[src/rtl/imem_loader.sv]
// Byte-stream loader that assembles little-endian words and fills instruction memory.
// The core is kept in reset through cpu_hold until the whole image has been written.
module imem_loader #(
  parameter int unsigned Width     = 32,
  parameter int unsigned Depth     = 32,
  parameter int unsigned AddrWidth = 30
) (
  input  logic                 clk,
  input  logic                 reset,
  input  logic                 start,
  input  logic [7:0]           in_data,
  input  logic                 in_valid,
  output logic                 in_ready,
  output logic                 mem_we,
  output logic [AddrWidth-1:0] mem_addr,
  output logic [Width-1:0]     mem_wdata,
  output logic                 cpu_hold,
  output logic                 done,
  output logic                 err,
  output logic [AddrWidth:0]   words_loaded
);

  localparam logic [2:0] S_IDLE   = 3'd0;
  localparam logic [2:0] S_HEADER = 3'd1;
  localparam logic [2:0] S_DATA   = 3'd2;
  localparam logic [2:0] S_FLUSH  = 3'd3;
  localparam logic [2:0] S_DONE   = 3'd4;
  localparam logic [2:0] S_ERROR  = 3'd5;

  logic [2:0]         state;
  logic [2:0]         state_next;
  logic [1:0]         byte_cnt;
  logic [Width-1:0]   length;
  logic [Width-9:0]   shift;
  logic [Width-1:0]   word_val;
  logic [AddrWidth:0] count_inc;
  logic               accept;
  logic               restart;
  logic               last_byte;
  logic               last_word;

  // Outputs that are pure decodes of the registered state
  assign in_ready = (state == S_HEADER) || (state == S_DATA);
  assign cpu_hold = (state != S_DONE);
  assign done     = (state == S_DONE);
  assign err      = (state == S_ERROR);

  assign accept    = in_valid && in_ready;
  assign restart   = start && ((state == S_IDLE) || (state == S_DONE) || (state == S_ERROR));
  assign last_byte = (byte_cnt == 2'd3);
  // Newest byte lands on top so the first byte received ends up in bits [7:0]
  assign word_val  = {in_data, shift};
  assign count_inc = words_loaded + (AddrWidth+1)'(1);
  assign last_word = (Width'(count_inc) == length);

  always_ff @(posedge clk or posedge reset) begin
    if (reset) state <= S_IDLE;
    else       state <= state_next;
  end

  always_comb begin
    state_next = state;
    case (state)
      S_IDLE, S_DONE, S_ERROR: begin
        if (start) state_next = S_HEADER;
      end
      S_HEADER: begin
        if (accept && last_byte) begin
          if (word_val == '0)                 state_next = S_DONE;
          else if (word_val > Width'(Depth))  state_next = S_ERROR;
          else                                state_next = S_DATA;
        end
      end
      S_DATA: begin
        if (accept && last_byte && last_word) state_next = S_FLUSH;
      end
      S_FLUSH:  state_next = S_DONE;
      default:  state_next = S_IDLE;
    endcase
  end

  // Byte assembly, header capture and the registered memory write port
  always_ff @(posedge clk or posedge reset) begin
    if (reset) begin
      byte_cnt     <= 2'd0;
      length       <= '0;
      shift        <= '0;
      mem_we       <= 1'b0;
      mem_addr     <= '0;
      mem_wdata    <= '0;
      words_loaded <= '0;
    end else begin
      mem_we <= 1'b0;
      if (restart) begin
        byte_cnt     <= 2'd0;
        length       <= '0;
        shift        <= '0;
        words_loaded <= '0;
      end else if (accept) begin
        byte_cnt <= byte_cnt + 2'd1;
        shift    <= word_val[Width-1:8];
        if (last_byte && (state == S_HEADER)) begin
          length <= word_val;
        end
        if (last_byte && (state == S_DATA)) begin
          mem_we       <= 1'b1;
          mem_addr     <= words_loaded[AddrWidth-1:0];
          mem_wdata    <= word_val;
          words_loaded <= count_inc;
        end
      end
    end
  end

endmodule
[config.mk]
export PLATFORM = sky130hd
export DESIGN_NAME = imem_loader
export DESIGN_NICKNAME = d
export VERILOG_FILES = /design/src/rtl/imem_loader.sv
export SDC_FILE = /design/constraint.sdc
export NUM_CORES = 1
export LEC_CHECK = 0
export ABC_AREA = 0
export BUFFER_PORTS_ARGS = -buffer_cell sky130_fd_sc_hd__buf_4
export CELL_PAD_IN_SITES_DETAIL_PLACEMENT = 1
export CELL_PAD_IN_SITES_GLOBAL_PLACEMENT = 1
export CORE_UTILIZATION = 40
export CTS_BUF_LIST = sky130_fd_sc_hd__clkbuf_16
export DETAILED_ROUTE_END_ITERATION = 8
export PLACE_DENSITY_LB_ADDON = 0.12
export SYNTH_ARGS = -nofsm -noshare
export SYNTH_HDL_FRONTEND = slang
export SYNTH_SLANG_ARGS = --single-unit
[constraint.sdc]
create_clock -name clk -period 8.85 [get_ports clk]
set_input_delay 0.885 -clock clk [delete_from_list [all_inputs] [get_ports clk]]
set_output_delay 0.885 -clock clk [all_outputs]
set_load 0.01 [all_outputs]
**Yosys cells after proc, flatten, opt, wreduce, memory -nomap -nowiden**

Cells that the tools add are included.

- Bits in registers: 155
- Word-level logic and storage cells: 61

- Reductions and logical operators: 19
- Eq/ne operators: 11
- Multiplexer cells: 19
- Bitwise operators: 1
- Order comparisons: 1
- Add/subtract/negate cells: 2

Operators with widths:

| kind | count |
|---|---|
| $mux W32 | 3 |
| $mux W31 | 3 |
| $mux W24 | 2 |
| $eq A31 B32 Y1 | 1 |
| $gt A32 B6 Y1 const B | 1 |
| $logic_not A32 Y1 | 1 |
| $add A31 B1 Y31 const B | 1 |
| $mux W3 | 5 |
| $pmux W3 S4 | 1 |
| $eq A3 B2 Y1 const B | 2 |
| $eq A3 B3 Y1 const B | 2 |
| $logic_and A1 B1 Y1 | 6 |
| $reduce_and A3 Y1 | 2 |
| $reduce_bool A2 Y1 | 3 |
| $mux W2 | 2 |
| $ne A2 B1 Y1 const B | 2 |
| $reduce_and A2 Y1 | 2 |
| $eq A3 B1 Y1 const B | 1 |
| $logic_not A3 Y1 | 1 |
| $logic_or A1 B1 Y1 | 3 |
| $mux W1 | 3 |
| $ne A3 B3 Y1 const B | 1 |
| $reduce_or A3 Y1 | 1 |
| $add A2 B1 Y2 const B | 1 |
| 3 further kinds | 3 |

**Longest topological paths before layout**

Gate-level depths: netlist (run 1).

- Depth in word-level cells: 7
- Gate-level depth with buffers: 10
- Gate-level depth less buffers: 9

**Least setup slack after synthesis (run 1)**

No wires, ideal clock.

- Path type: register to register
- From: register words_loaded[0]
- To: register state[0]
- Required time: 8.776 ns
- Data arrival time: 2.524 ns
- Stages on the path, launching flop included: 10
- Slack: 6.252 ns
- Buffers on the path: 1
- Setup time: 0.074 ns
- Cells stage by stage: dfrtp_1 -> ha_1 -> clkbuf_1 -> nand3_1 -> nor4_1 -> nand2_1 -> xnor2_1 -> nor3_1 -> nand4_1 -> o21ai_2

- Word-level cells in the longest chain between the ends: 5

Ends and longest elaborated chain:

| item | RTL line | text |
|---|---|---|
| start: declaration | 20 | `output logic [AddrWidth:0] words_loaded` |
| start signal: assignment | 109 | `words_loaded <= count_inc;` |
| $add A31 B1 Y31 | 53 | `assign count_inc = words_loaded + (AddrWidth+1)'(1);` |
| $eq A31 B32 Y1 | 54 | `assign last_word = (Width'(count_inc) == length);` |
| $logic_and A1 B1 Y1 | 75 | `if (accept && last_byte && last_word) state_next = S_FLUSH;` |
| $ne A2 B1 Y1 (no line) | -- |  |
| $reduce_and A3 Y1 (no line) | -- |  |
| end signal: assignment | 58 | `else state <= state_next;` |
| end: declaration | 30 | `logic [2:0] state;` |

Every way passes these cells.
A chain may end at the register's enable or synchronous reset.

**Final worst setup path (run 1)**

- From: register state[0]
- To: register state[0]

- Word-level cells in the longest chain between the ends: 7
- Elaborated cells between the ends (all ways): 16

Ends and longest elaborated chain:

| item | RTL line | text |
|---|---|---|
| $eq A3 B1 Y1 / $eq A3 B2 Y1 (equally long branches) | 43, 63 |  |
| $logic_or A1 B1 Y1 | 43 | `assign in_ready = (state == S_HEADER) \|\| (state == S_DATA);` |
| $logic_and A1 B1 Y1 | 48 | `assign accept = in_valid && in_ready;` |
| $logic_and A1 B1 Y1 | 68, 75 |  |
| $logic_and A1 B1 Y1 | 75 |  |
| $ne A2 B1 Y1 (no line) | -- |  |
| $reduce_and A3 Y1 (no line) | -- |  |

Parallel ways exist; a longest one is shown, timed or not.

==> results of run 1 <==
[power groups by stage]
stage	combinational, mW	clock (mW)	sequential [mW]
floorplan	0.334	0	0.913
finish	0.426	0.748	0.972
CTS	0.434	0.768	0.972
detailed placement	0.427	0	0.984
global placement	0.409	0	0.977
global route	0.476	0.796	0.988
[path summary, 6_finish.rpt]
path | from | endpoint | slack [ps] | depth (start not counted)
worst max-delay path | state[0] | state[0] | 5710 | 10
worst min-delay path | mem_addr[6] | mem_addr[6] | 480 | 2
worst max register to register | state[0] | state[0] | 5710 | 10
worst min register to register | mem_addr[6] | mem_addr[6] | 480 | 2
max in group asynchronous | reset | mem_wdata[3] | 6840 | 3
min in group asynchronous | reset | mem_wdata[9] | 580 | 2
[cells by family after synthesis]
| logic type | count (synthesis) | synth area share (%) |
|---|---|---|
| and+or+nand+nor | 436 | 25.6 |
| buffers and inverters | 70 | 3.77 |
| DFF | 155 | 51.0 |
| xor gates and xnor gates | 45 | 5.18 |
| adders and majority gates | 3 | 0.494 |
| AOI/OAI and AO/OA | 133 | 10.6 |
| muxes | 26 | 3.42 |
[synth_stat cells, drive strengths merged, types with 2 or more instances]
cell	n	area, sq um
nand2	284	1070
dfrtp	155	3880
nor2	55	206
clkbuf	48	180
a21oi	45	225
o21ai	43	219
xnor2	28	245
mux2i	26	260
xor2	17	149
nand3	16	80.1
nor4	15	121
nand4	14	103
buf	13	72.6
nor3	11	71.3
o31ai	11	82.6
inv	9	33.8
nand2b	9	56.3
a31oi	8	50.1
and3	6	37.5
and4	5	45.0
o41ai	5	43.8
or3	4	25.0
or4	4	33.8
a21o	3	22.5
ha	3	37.5
nor2b	3	18.8
nor3b	3	22.5
a21boi	2	15.0
nand3b	2	15.0
o211ai	2	15.0
o22ai	2	12.5
[worst max-delay path, stage by stage, from the launching register on]
cell	delay, ps
dfrtp_1	470
nand2b_1	220
or3_4	560
inv_2	110
buf_4	370
buf_4	480
o221a_2	270
nand2_1	80
nor4_4	210
nand4_1	130
o21ai_2	150
[routing by layer]
metal | GRT usage [%] | vias to the layer above
li1 | - | 3075
met1 | 32.5 | 3179
met2 | 39.3 | 137
met3 | 3.23 | 22
met4 | 7.23 | 0
met5 | 0 | -
[cell usage in the layout (no fill, tap or decap), types with 11 or more instances in the layout]
master and count:
xnor2_1 28, nor2_1 54, xor2_1 17, nand3_1 16
nor4_1 12, buf_4 118, mux2i_1 26, o21ai_0 33
a21oi_1 45, dfrtp_1 155, clkbuf_16 17, nand4_1 13
o31ai_1 11, nand2_1 284
[through the flow]
| step | cell area, sq um | worst slack (ps) | hold slack (ps) | cells | util (%) |
|---|---|---|---|---|---|
| after CTS | 9150 | 5650 | 481 | 1190 | 49.1 |
| after global routing | 9150 | 5460 | 501 | 1190 | 49.1 |
| after detailed placement | 8550 | 5230 | 465 | 1159 | 45.9 |
| after global placement | 8550 | 5350 | 460 | 1159 | 45.9 |
| final | 9150 | 5710 | 475 | 1190 | 49.1 |
| after floorplan | 7600 | 3790 | 473 | 868 | - |
[final cells by class]
class / count / area [sq um]
Tap cell: 234 / 293
Clock inverter: 14 / 170
Inverter: 9 / 38.8
Multi-Input combinational cell: 643 / 3460
Sequential cell: 155 / 3880
Timing Repair Buffer: 118 / 886
Clock buffer: 17 / 425
Fill cell: 2186 / 9500
[registers in the layout (all words and copies together) (netlist names)]
name          flops
mem_addr         30
mem_wdata        32
mem_we            1
shift            24
byte_cnt          2
state             3
words_loaded     31
length           32
==> results.toml, run 1 <==
[synth]
syn_avg_cell_area_sq_um = 8.76
yosys_warnings = 0
synthFlopType = "dfrtp_1"
synth_area_sq_um = 7600
async_flop_share_pct = 100
synth_edf_count = 0
ys_ff_latch = 155
yosysUniqueCellTypes = 62
syn_nets = 883
synth_seq_area_share_pct = 51.0
syn_inst = 868

[floorplanning]
rows = 50
start_util_pct = 40.8
ios = 110
die_h_um = 140
core-area_sq_um = 18600
die_w_um = 140
fp.dieArea_sq_um = 19600

[pwr]
power_mw = 2.15
pwr-share-clk_pct = 34.9
p_leak_nw = 4.52
intPower_mw = 1.45
switching_share_pct = 32.6
ir_worst_vdd_mv = 0.142
p_sw_mw = 0.701
seqPwrFrac_pct = 45.3
power_frac_comb_pct = 19.8
powerDensity_nw_per_um2 = 235

[final_layout]
syn_to_final_growth_pct = 20.3
insertedDiodeCount = 0
nNetsFinal = 959
final_layout_size_suffix_gt1_share_pct = 17.5

[worst_setup_path]
critPathCaptureType = "flip-flop"
crit_required_ps = 9210
path_class = "flip-flop to flip-flop"
start_kind = "flip-flop"
cp_max_fo = 41
arrival_ps = 3490

[routing]
m1WireLength_mm = 10.3
routedWlPerCell_um = 18.4
dr_wl_met2_mm = 10.7
top_layer_used = "met4"
vias = 6413
drt_iter0_drc = 431
post-route-drc-count = 0
met3_length_um = 697
first_pass_iters = 4
vias_per_cell = 5.39
wirelength_mm = 21.9
detail-route-antenna-nets = 0

[clocking]
h-tree-depth = 4
cts_max_path_buffers = 2
cts_resized = 0
hold_buffers = 0
cts_buffers = 17
cts_tree = "done"
clkLatencyLatePin_ps = 430
clk_pin_slew_worst_paths_ps = 60
cts_root_buffer = "clkbuf_16"
cts.sinks = 155
post_cts.repair.setup_buffers = 0

[placement]
gp_congestion = 0.851
io_buffer_count = 109
place_hpwl_mm = 15.0

[sta]
period_needed_ps = 3140
worst_slew_pin_slew_ps = 1240
final.setup_skew_ps = 14.5
clock.fmax_mhz = 319
tns_ps = 0
final-setup-viol-count = 0
finalMaxSlewViolations = 0
rsz0062_at_grt = "no"
post-route-period-util_pct = 35.4
slew-limit-headroom_pct = 17.0
hold_violations = 0

[global_route]
grt_max_degree = 89
grt_pass1_vias = 6750
grt_pass1_wl_mm = 36.7
grt_overflow = 0
grt.total_usage_pct = 23.8
grt_antenna_before_repair = 0

[run_status]
status = "completed"

[hold_path]
holdCritPathClass = "flip-flop to flip-flop"

[flow_run]
drv_cap = 0
Power figures use the tool's default switching activity.
==> inputs of run 2 (changes only) <==
Settings changed: ABC_AREA 0 to 1.
Clock period 8.85 ns to 2.96 ns, I/O delays scaled along.
==> results.toml, run 2 <==
[run_status]
status = "completed"

[worst_setup_path]
critPathTopFamily = "simple AND/OR/NAND/NOR gates"
cpPeakStageDelay_ps = 510
cp_cell_sequence = "ha_1 -> inv_1 -> nor2_4 -> nand2_4 -> nor2_2 -> nand3_1 -> nand3_1 -> nand2_1 -> nor2_1 -> nand2_1 -> nor2_1 -> nand3_2 -> nand2_2 -> nand2_1 -> nand2_1"
cp.buffers_inverters = 1
cp_max_fo = 8
path_class = "flip-flop to flip-flop"
crit_required_ps = 3340
start_kind = "flip-flop"
crit_path_frequent_cell = "nand2_1"
rrSetupSlack_ps = 380
critPathCaptureType = "flip-flop"
cpMaxStageDelayCell = "dfrtp_1"
arrival_ps = 2960

[synth]
synthFlopType = "dfrtp_1"
syn_nets = 1087
async_flop_share_pct = 100
yosysUniqueCellTypes = 34
synth.area.top_cells = "dfrtp_1 (49%), nand2_1 (18%), o21ai_0 (7.2%)"
ys_ff_latch = 155
synth_area_sq_um = 7990
syn_avg_cell_area_sq_um = 7.45
netlist.area_leader.share_pct = 48.5
synth_seq_area_share_pct = 48.5
ys_top_cells_by_count = "nand2_1 (381), dfrtp_1 (155), o21ai_0 (115), nand3_1 (111), inv_1 (102)"
syn_inst = 1072
synth_most_common_cell = "nand2_1"
yosys_warnings = 0
synth_area_leader_cell = "dfrtp_1"
synth_edf_count = 0

[floorplanning]
start_util_pct = 40.9
die_h_um = 143
core-area_sq_um = 19500
die_w_um = 143
rows = 51
fp.dieArea_sq_um = 20500
ios = 110

[sta]
tns_ps = 0
hold_violations = 0
final-setup-viol-count = 0
final.setup_skew_ps = 9.67
slew-limit-headroom_pct = 49.8
post-route-period-util_pct = 87.3
period_needed_ps = 2580
clock.fmax_mhz = 387
worst_slew_pin_slew_ps = 753
hold-worst-slack_ps = 106
finalMaxSlewViolations = 0
rsz0062_at_grt = "no"

[global_route]
grt_pass1_vias = 7626
grt_max_degree = 78
grt_overflow = 0
grt_pass1_wl_mm = 42.1
grt.total_usage_pct = 27.4
grt_antenna_before_repair = 0

[pwr]
powerDensity_nw_per_um2 = 648
p_leak_nw = 4.75
ir_worst_vdd_mv = 0.433
pwr-share-clk_pct = 35.2
switching_share_pct = 35.4
power_frac_comb_pct = 22.7
intPower_mw = 4.05
seqPwrFrac_pct = 42.2
p_sw_mw = 2.22

[placement]
place_hpwl_mm = 19.8
dp.cells = 1420
io_buffer_count = 109
gp_congestion = 0.936

[final_layout]
nNetsFinal = 1190
multiInputGateArea_sq_um = 3560
final_util_pct = 49.5
layout_commonest_cell = "nand2_1"
final_cell_count_no_fill = 1452
syn_to_final_growth_pct = 21.0
fillers = 2483
ff_latch_area_sq_um = 3880
layout_common_cells = "nand2_1 (380), dfrtp_1 (155), buf_4 (116)"
final_layout_size_suffix_gt1_share_pct = 15.3
top_regs = "length (32), mem_wdata (32), words_loaded (31)"
insertedDiodeCount = 0

[clocking]
post_cts.repair.setup_buffers = 0
cts.sinks = 155
cts_root_buffer = "clkbuf_16"
cts_tree = "done"
clkLatencyLatePin_ps = 430
cts_max_path_buffers = 2
hold_buffers = 1
h-tree-depth = 4
cts_resized = 0
clk_pin_slew_worst_paths_ps = 70
cts_buffers = 17

[routing]
vias = 7573
wirelength_mm = 26.6
routedWlPerCell_um = 18.3
drt_iter0_drc = 427
vias_per_cell = 5.22
first_pass_iters = 7
detail-route-antenna-nets = 0
post-route-drc-count = 0

[hold_path]
holdCritPathClass = "input port to flip-flop"

[flow_run]
drv_cap = 0
run 2: worst paths after layout:
check	to	cells after the start	start
setup / recovery	state[1]	15	words_loaded[0]
hold / removal	shift[16]	3	in_data[0]
setup reg to reg	state[1]	15	words_loaded[0]
hold reg to reg	mem_wdata[18]	2	mem_wdata[18]
max in group asynchronous	mem_wdata[29]	4	reset
min in group asynchronous	mem_wdata[7]	3	reset
run 2: power groups by stage:
stage	sequential (mW)	clock, mW	combinational [mW]
floorplan	2.53	0	1.02
CTS	2.63	2.24	1.43
global route	2.67	2.31	1.62
global placement	2.66	0	1.38
finish	2.64	2.20	1.42
detailed placement	2.67	0	1.41
run 2: logic make-up (layout without fill, tap and decap cells):
logic type               Yosys count  in the layout  synth area share (%)
adder cells (fa/ha/maj)            3              3                 0.470
XOR/XNOR                           1              1                 0.282
AND/OR/NAND/NOR                  622            622                  33.6
AO/OA/AOI/OAI                    148            148                  9.98
buffers and inverters            143            258                  7.11
flip-flops                       155            155                  48.5
run 2: through the flow:
step	total power [mW]	instance area (sq um)	setup WS, ps
final	6.27	9670	376
after global routing	6.60	9670	198
after CTS	6.30	9670	429
after detailed placement	4.08	9090	450
after global placement	4.04	9090	474
after floorplan	3.55	7990	705
run 2: worst reg2reg max path, stage by stage, from the launching register on:
cell and delay, ps:
dfrtp_1 510, ha_1 220, inv_1 120, nor2_4 230
nand2_4 130, nor2_2 240, nand3_1 140, nand3_1 190
nand2_1 120, nor2_1 110, nand2_1 80, nor2_1 120
nand3_2 110, nand2_2 90, nand2_1 50, nand2_1 70
run 2: final cells by class:
class / instances / share of cell area (%)
flip-flops and latches: 155 / 40.1
multi-input cells: 774 / 36.8
repair buffers: 119 / 9.52
clock buffers: 17 / 4.40
inverters: 108 / 4.23
well taps: 265 / 3.43
clock inverters: 14 / 1.51
run 2: metal layers:
layer  vias up  share of wire [%]  global-route usage [%]
met1      3677                 48                    37.6
met3        32                4.4                    5.23
li1       3666                  -                       -
met2       198                 46                    43.3
met4         0                2.4                    9.46
met5         -                  0                       0
